### config.mk
export PLATFORM = sky130hd
export DESIGN_NAME = register_file
export DESIGN_NICKNAME = d
export VERILOG_FILES = /design/src/rtl/register_file.sv
export SDC_FILE = /design/constraint.sdc
export NUM_CORES = 2
export LEC_CHECK = 0
export CAP_MARGIN = 0
export CORE_MARGIN = 2
export CORE_UTILIZATION = 55
export CTS_CLUSTER_DIAMETER = 100
export CTS_CLUSTER_SIZE = 10
export DETAILED_ROUTE_END_ITERATION = 10
export GPL_TIMING_DRIVEN = 1
export PLACE_DENSITY = 0.7
export SYNTH_ARGS = -nofsm -noshare
export SYNTH_HDL_FRONTEND = slang
export SYNTH_SLANG_ARGS = --single-unit
### constraint.sdc
create_clock -name clk -period 9.55 [get_ports clk]
set_clock_uncertainty 0.1 [all_clocks]
set_input_delay 2.3875 -clock clk [delete_from_list [all_inputs] [get_ports clk]]
set_output_delay 2.3875 -clock clk [all_outputs]
set_load 0.05 [all_outputs]
### src/rtl/register_file.sv
// register_file: 2R1W MIPS GPR file with $0 hardwired to zero; REGFILE_DEBUG_PORT_EN adds a third read port.
module register_file #(
  parameter int DATA_WIDTH = 32,
  parameter int ADDR_WIDTH = 5
) (
  input  logic                  clk,
  input  logic                  rst_n,
  input  logic                  reg_write,
  input  logic [ADDR_WIDTH-1:0] write_reg,
  input  logic [DATA_WIDTH-1:0] write_data,
`ifdef REGFILE_DEBUG_PORT_EN
  input  logic [ADDR_WIDTH-1:0] dbg_reg,
  output logic [DATA_WIDTH-1:0] dbg_data,
`endif
  input  logic [ADDR_WIDTH-1:0] read_reg1,
  input  logic [ADDR_WIDTH-1:0] read_reg2,
  output logic [DATA_WIDTH-1:0] read_data1,
  output logic [DATA_WIDTH-1:0] read_data2
);
  localparam int N = 1 << ADDR_WIDTH;
  logic [DATA_WIDTH-1:0] regs [1:N-1];
  logic [DATA_WIDTH-1:0] view [N];
  logic [N-1:1] wen;
  assign wen = reg_write ? (N-1)'((N'(1) << write_reg) >> 1) : '0;
  always_ff @(posedge clk)
    for (int i = 1; i < N; i++)
      if (!rst_n) regs[i] <= '0;
      else if (wen[i]) regs[i] <= write_data;
  // Index 0 is a constant, so every read mux sees a full in-range table.
  always_comb begin
    view[0] = '0;
    for (int i = 1; i < N; i++) view[i] = regs[i];
  end
  assign read_data1 = view[read_reg1];
  assign read_data2 = view[read_reg2];
`ifdef REGFILE_DEBUG_PORT_EN
  assign dbg_data = view[dbg_reg];
`endif
endmodule

==> report_table.html <==
<table>
<tr><th>Metric</th><th>Value</th></tr>
<tr><th colspan="2">Status</th></tr>
<tr><td>Outcome</td><td>finished with violations</td></tr>
<tr><td>Violated checks</td><td>max-capacitance violations, max-slew violations</td></tr>
<tr><th colspan="2">Clocking</th></tr>
<tr><td>Clock edge transition at the registers on the reported setup and hold paths</td><td>0.06 ns</td></tr>
<tr><td>CTS Buffer Depth</td><td>3</td></tr>
<tr><td>Post CTS Setup Buffer Count</td><td>0</td></tr>
<tr><td>Clock root buffer</td><td>clkbuf_16</td></tr>
<tr><td>Max H-tree Level</td><td>3</td></tr>
<tr><td>TritonCTS clock tree</td><td>done</td></tr>
<tr><td>CTS Buf Count</td><td>109</td></tr>
<tr><td>Count of cells resized by post-cts repair</td><td>0</td></tr>
<tr><td>Total clock sinks</td><td>around 990</td></tr>
<tr><td>Number of hold-repair buffers added at the cts stage</td><td>0</td></tr>
<tr><th colspan="2">Floorplanning</th></tr>
<tr><td>Core region area</td><td>96300 um2</td></tr>
<tr><td>Initial standard-cell utilization of the core</td><td>55.3%</td></tr>
<tr><td>Area of the die</td><td>99400 um2</td></tr>
<tr><td>Vertical die dimension</td><td>315 um</td></tr>
<tr><td>Width of the chip</td><td>315 um</td></tr>
<tr><td>Number of rows in the core area</td><td>114</td></tr>
<tr><td>I/O Pins</td><td>114</td></tr>
<tr><th colspan="2">STA</th></tr>
<tr><td>Max Freq</td><td>112 MHz</td></tr>
<tr><td>Setup repair after global routing missed its margin</td><td>no</td></tr>
<tr><td>Slew of the pin with the lowest slew margin</td><td>around 1.6 ns</td></tr>
<tr><td>Smallest hold slack</td><td>2.36 ns</td></tr>
<tr><td>Max-slew violation count</td><td>75</td></tr>
<tr><td>Hold Vio Cnt, Final</td><td>0</td></tr>
<tr><td>Worst slew margin relative to its limit</td><td>-6.68%</td></tr>
<tr><td>Final setup violating endpoints</td><td>0</td></tr>
<tr><td>Fin crit share</td><td>just over 90%</td></tr>
<tr><td>Minimum period implied by the final worst setup slack</td><td>about 9 ns</td></tr>
<tr><td>Post-route setup TNS</td><td>0 ns</td></tr>
<tr><th colspan="2">Global route</th></tr>
<tr><td>Total routing usage reported by global routing</td><td>37.0%</td></tr>
<tr><td>Initial antenna violation count</td><td>16</td></tr>
<tr><td>Vias in the first global route</td><td>around 36000</td></tr>
<tr><td>Maximum number of pins on one net before global-route repair</td><td>between 100 and 150</td></tr>
<tr><td>Residual overflow from global routing</td><td>0</td></tr>
<tr><td>Wire length of the first global-routing pass</td><td>259000 um</td></tr>
<tr><th colspan="2">Synth</th></tr>
<tr><td>Post-synthesis instance area</td><td>53300 um2</td></tr>
<tr><td>Post-Syn Nets</td><td>3719</td></tr>
<tr><td>Multiplexer fraction of the synthesized cell area</td><td>20.6%</td></tr>
<tr><td>Register bit total from synthesis</td><td>a little under 1000</td></tr>
<tr><td>Dominant combinational cell family by area after synthesis</td><td>multiplexers</td></tr>
<tr><td>Most area-consuming cells after synthesis</td><td>edfxtp_1 (56%), mux4_2 (16%), and2_1 (12%)</td></tr>
<tr><td>Post-synth top area share</td><td>55.9%</td></tr>
<tr><td>Compound-gate portion of the synthesized area</td><td>6.59%</td></tr>
<tr><td>Primary FF master, synth</td><td>edfxtp_1</td></tr>
<tr><td>Sequential area share after synthesis</td><td>~56%</td></tr>
<tr><td>Gate Count Post-Synth</td><td>3669</td></tr>
<tr><td>Simple logic cell fraction of the synthesized area</td><td>13.4%</td></tr>
<tr><td>Number of warnings printed during yosys synthesis</td><td>0</td></tr>
<tr><td>Library cell with the largest summed area after synthesis</td><td>edfxtp_1</td></tr>
<tr><td>Synth cell types</td><td>29</td></tr>
<tr><td>Async set or reset register ratio after synthesis</td><td>0%</td></tr>
<tr><td>Post-synthesis share of cell area spent on full adders, half adders and majority gates</td><td>0%</td></tr>
<tr><td>Number of enable-type register cells in the synthesized netlist</td><td>992</td></tr>
<tr><td>Post-synthesis average cell area</td><td>14.5 um2</td></tr>
<tr><td>Xor-xnor portion of the synthesized cell area</td><td>0%</td></tr>
<tr><th colspan="2">Place</th></tr>
<tr><td>Total instance count after detailed placement</td><td>between 4000 and 5000</td></tr>
<tr><td>IO Port Bufs</td><td>approximately 110</td></tr>
<tr><td>Placed cell areas</td><td>55800 um2</td></tr>
<tr><td>Half-perimeter wire length of the detailed placement result</td><td>103000 um</td></tr>
<tr><td>Routability Congestion</td><td>roughly 0.95</td></tr>
<tr><th colspan="2">Drt</th></tr>
<tr><td>Routed Antenna Nets</td><td>0</td></tr>
<tr><td>Via/cell ratio</td><td>7.26</td></tr>
<tr><td>Final wirelength</td><td>approximately 180000 um</td></tr>
<tr><td>Avg WL per Cell</td><td>37.2 um</td></tr>
<tr><td>Number of optimization iterations in the first detailed-route pass</td><td>7</td></tr>
<tr><td>Iter 0 DRT Violations</td><td>5383</td></tr>
<tr><td>Via count of the routed design</td><td>around 36000</td></tr>
<tr><td>Final routed DRC violation total</td><td>0</td></tr>
<tr><th colspan="2">Final layout</th></tr>
<tr><td>Total Nets Final</td><td>3662</td></tr>
<tr><td>Max FFs per register</td><td>992</td></tr>
<tr><td>Fraction of layout cells with a size suffix above 1</td><td>roughly a fifth</td></tr>
<tr><td>Final std cell area, no fill</td><td>58600 um2</td></tr>
<tr><td>Register area</td><td>29800 um2</td></tr>
<tr><td>Layout filler cell count</td><td>between 7000 and 8000</td></tr>
<tr><td>Synthesis-to-layout area growth</td><td>10.0%</td></tr>
<tr><td>Count of placed standard cells in the final layout, fillers left out</td><td>4900</td></tr>
<tr><td>Largest registers</td><td>regs (992)</td></tr>
<tr><td>Utilization of the core after routing</td><td>60.9%</td></tr>
<tr><td>Register ranked first by flip-flop count</td><td>regs</td></tr>
<tr><td>Combined area of the multi-input logic cells</td><td>22200 um2</td></tr>
<tr><th colspan="2">Critical path</th></tr>
<tr><td>Setup crit end kind</td><td>output pin</td></tr>
<tr><td>Start-to-end type of the worst setup path</td><td>in2out</td></tr>
<tr><td>Critical Path Fanout Max</td><td>32</td></tr>
<tr><td>Critical path required time</td><td>7.06 ns</td></tr>
<tr><td>Largest incremental delay on the critical path</td><td>1.03 ns</td></tr>
<tr><td>Category of the worst setup path launch point</td><td>primary input</td></tr>
<tr><td>Critical-path top delay cell</td><td>and2_2</td></tr>
<tr><td>Ordered list of cells on the worst path</td><td>buf_2, buf_4, and2_2, a22o_1, o21ai_1, o31ai_1, clkdlybuf4s50_1</td></tr>
<tr><td>Buf/Inv on CP</td><td>3</td></tr>
<tr><td>Critical Path AT</td><td>between 6 and 7 ns</td></tr>
<tr><td>Family with the most delay on the worst path</td><td>buffers and inverters</td></tr>
<tr><th colspan="2">Power</th></tr>
<tr><td>Cell area power density</td><td>176 nW/um2</td></tr>
<tr><td>Worst VDD drop</td><td>0.000157 V</td></tr>
<tr><td>Leakage</td><td>20.3 nW</td></tr>
<tr><th colspan="2">Min path</th></tr>
<tr><td>Hold path startpoint</td><td>rst_n</td></tr>
<tr><td>Hold Path Class</td><td>in2reg</td></tr>
<tr><td>Hold Path End</td><td>regs[0][519]</td></tr>
<tr><td>Worst hold path stage count</td><td>2</td></tr>
<tr><th colspan="2">Run</th></tr>
<tr><td>Maxcap violations</td><td>2</td></tr>
</table>
[placed cells by master (no fill, tap or decap), types with 2 or more instances in the layout]
master and n:
nand2_1 70, nand2b_1 3, buf_4 115, and2_1 1024
buf_12 10, or3b_1 2, buf_8 3, and2_2 2
o22ai_1 64, nor2_2 19, and3_1 32, nor2b_4 6
clkbuf_16 112, mux2i_1 162, o31ai_1 64, inv_6 4
nor2_4 14, diode_2 6, nor2b_1 2, a211oi_1 64
a22o_1 191, clkdlybuf4s50_1 102, o21ai_4 31, buf_2 4
o21ai_1 64, mux2_2 63, nand3_1 4, mux4_2 384
nand3b_1 4, edfxtp_1 992
[through the flow]
stage,total power [mW],worst slack [ns]
after floorplan,6.14,2.40
after global placement,6.66,0.915
after detailed placement,6.70,0.992
after CTS,10.3,0.967
after global routing,10.6,0.773
final,10.3,0.617
[Yosys cell counts, types with 32 or more instances]
master and number:
nor2_1 34, o21ai_1 64, clkbuf_1 305, and3_1 32
buf_2 41, nand2_1 70, o31ai_1 64, mux4_2 384
mux2i_1 162, a211oi_1 64, o22ai_1 64, mux2_2 63
and2_1 1026, edfxtp_1 992, a22o_1 191
[worst max path at each step]
stage / start / endpoint / slack (ns) / cells past startpoint
finish: read_reg2[3] / read_data2[5] / 0.62 / 7
global route: read_reg2[3] / read_data2[5] / 0.77 / 7
CTS: read_reg2[3] / read_data2[5] / 0.97 / 7
detailed placement: read_reg2[3] / read_data2[5] / 0.99 / 7
global placement: read_reg2[3] / read_data2[5] / 0.92 / 7
floorplan: read_reg1[0] / read_data1[30] / 2.40 / 8
[per-layer routing]
metal  track usage (%)  part of all wire [%]  up-vias
li1                  -                     -    13900
met1              47.3                    35    18200
met2              57.7                    46     2898
met3              10.2                    13      617
met4              20.1                   6.0       10
met5                 0                 0.033        -
[report_power, final]
part	switching [mW]	total, mW	internal [mW]
sequential	0.134	5.17	5.04
combinational	0.917	1.48	0.566
clock	1.64	3.69	2.04
[layout make-up]
class / instances / share of cell area [%]
Sequential cell: 992 / 50.8
Inverter: 2 / 0.0128
Clock buffer: 112 / 4.78
Tap cell: 1276 / 2.72
Timing Repair Buffer: 235 / 3.69
Antenna cell: 6 / 0.0256
Clock inverter: 5 / 0.0875
Multi-Input combinational cell: 2272 / 37.9
[cell families after synthesis]
kind of cell,count (synthesis)
muxes,609
AOI/OAI and AO/OA,478
DFF,992
buffers and inverters,405
and+or+nand+nor,1185
(Power assumes the default switching activity.)
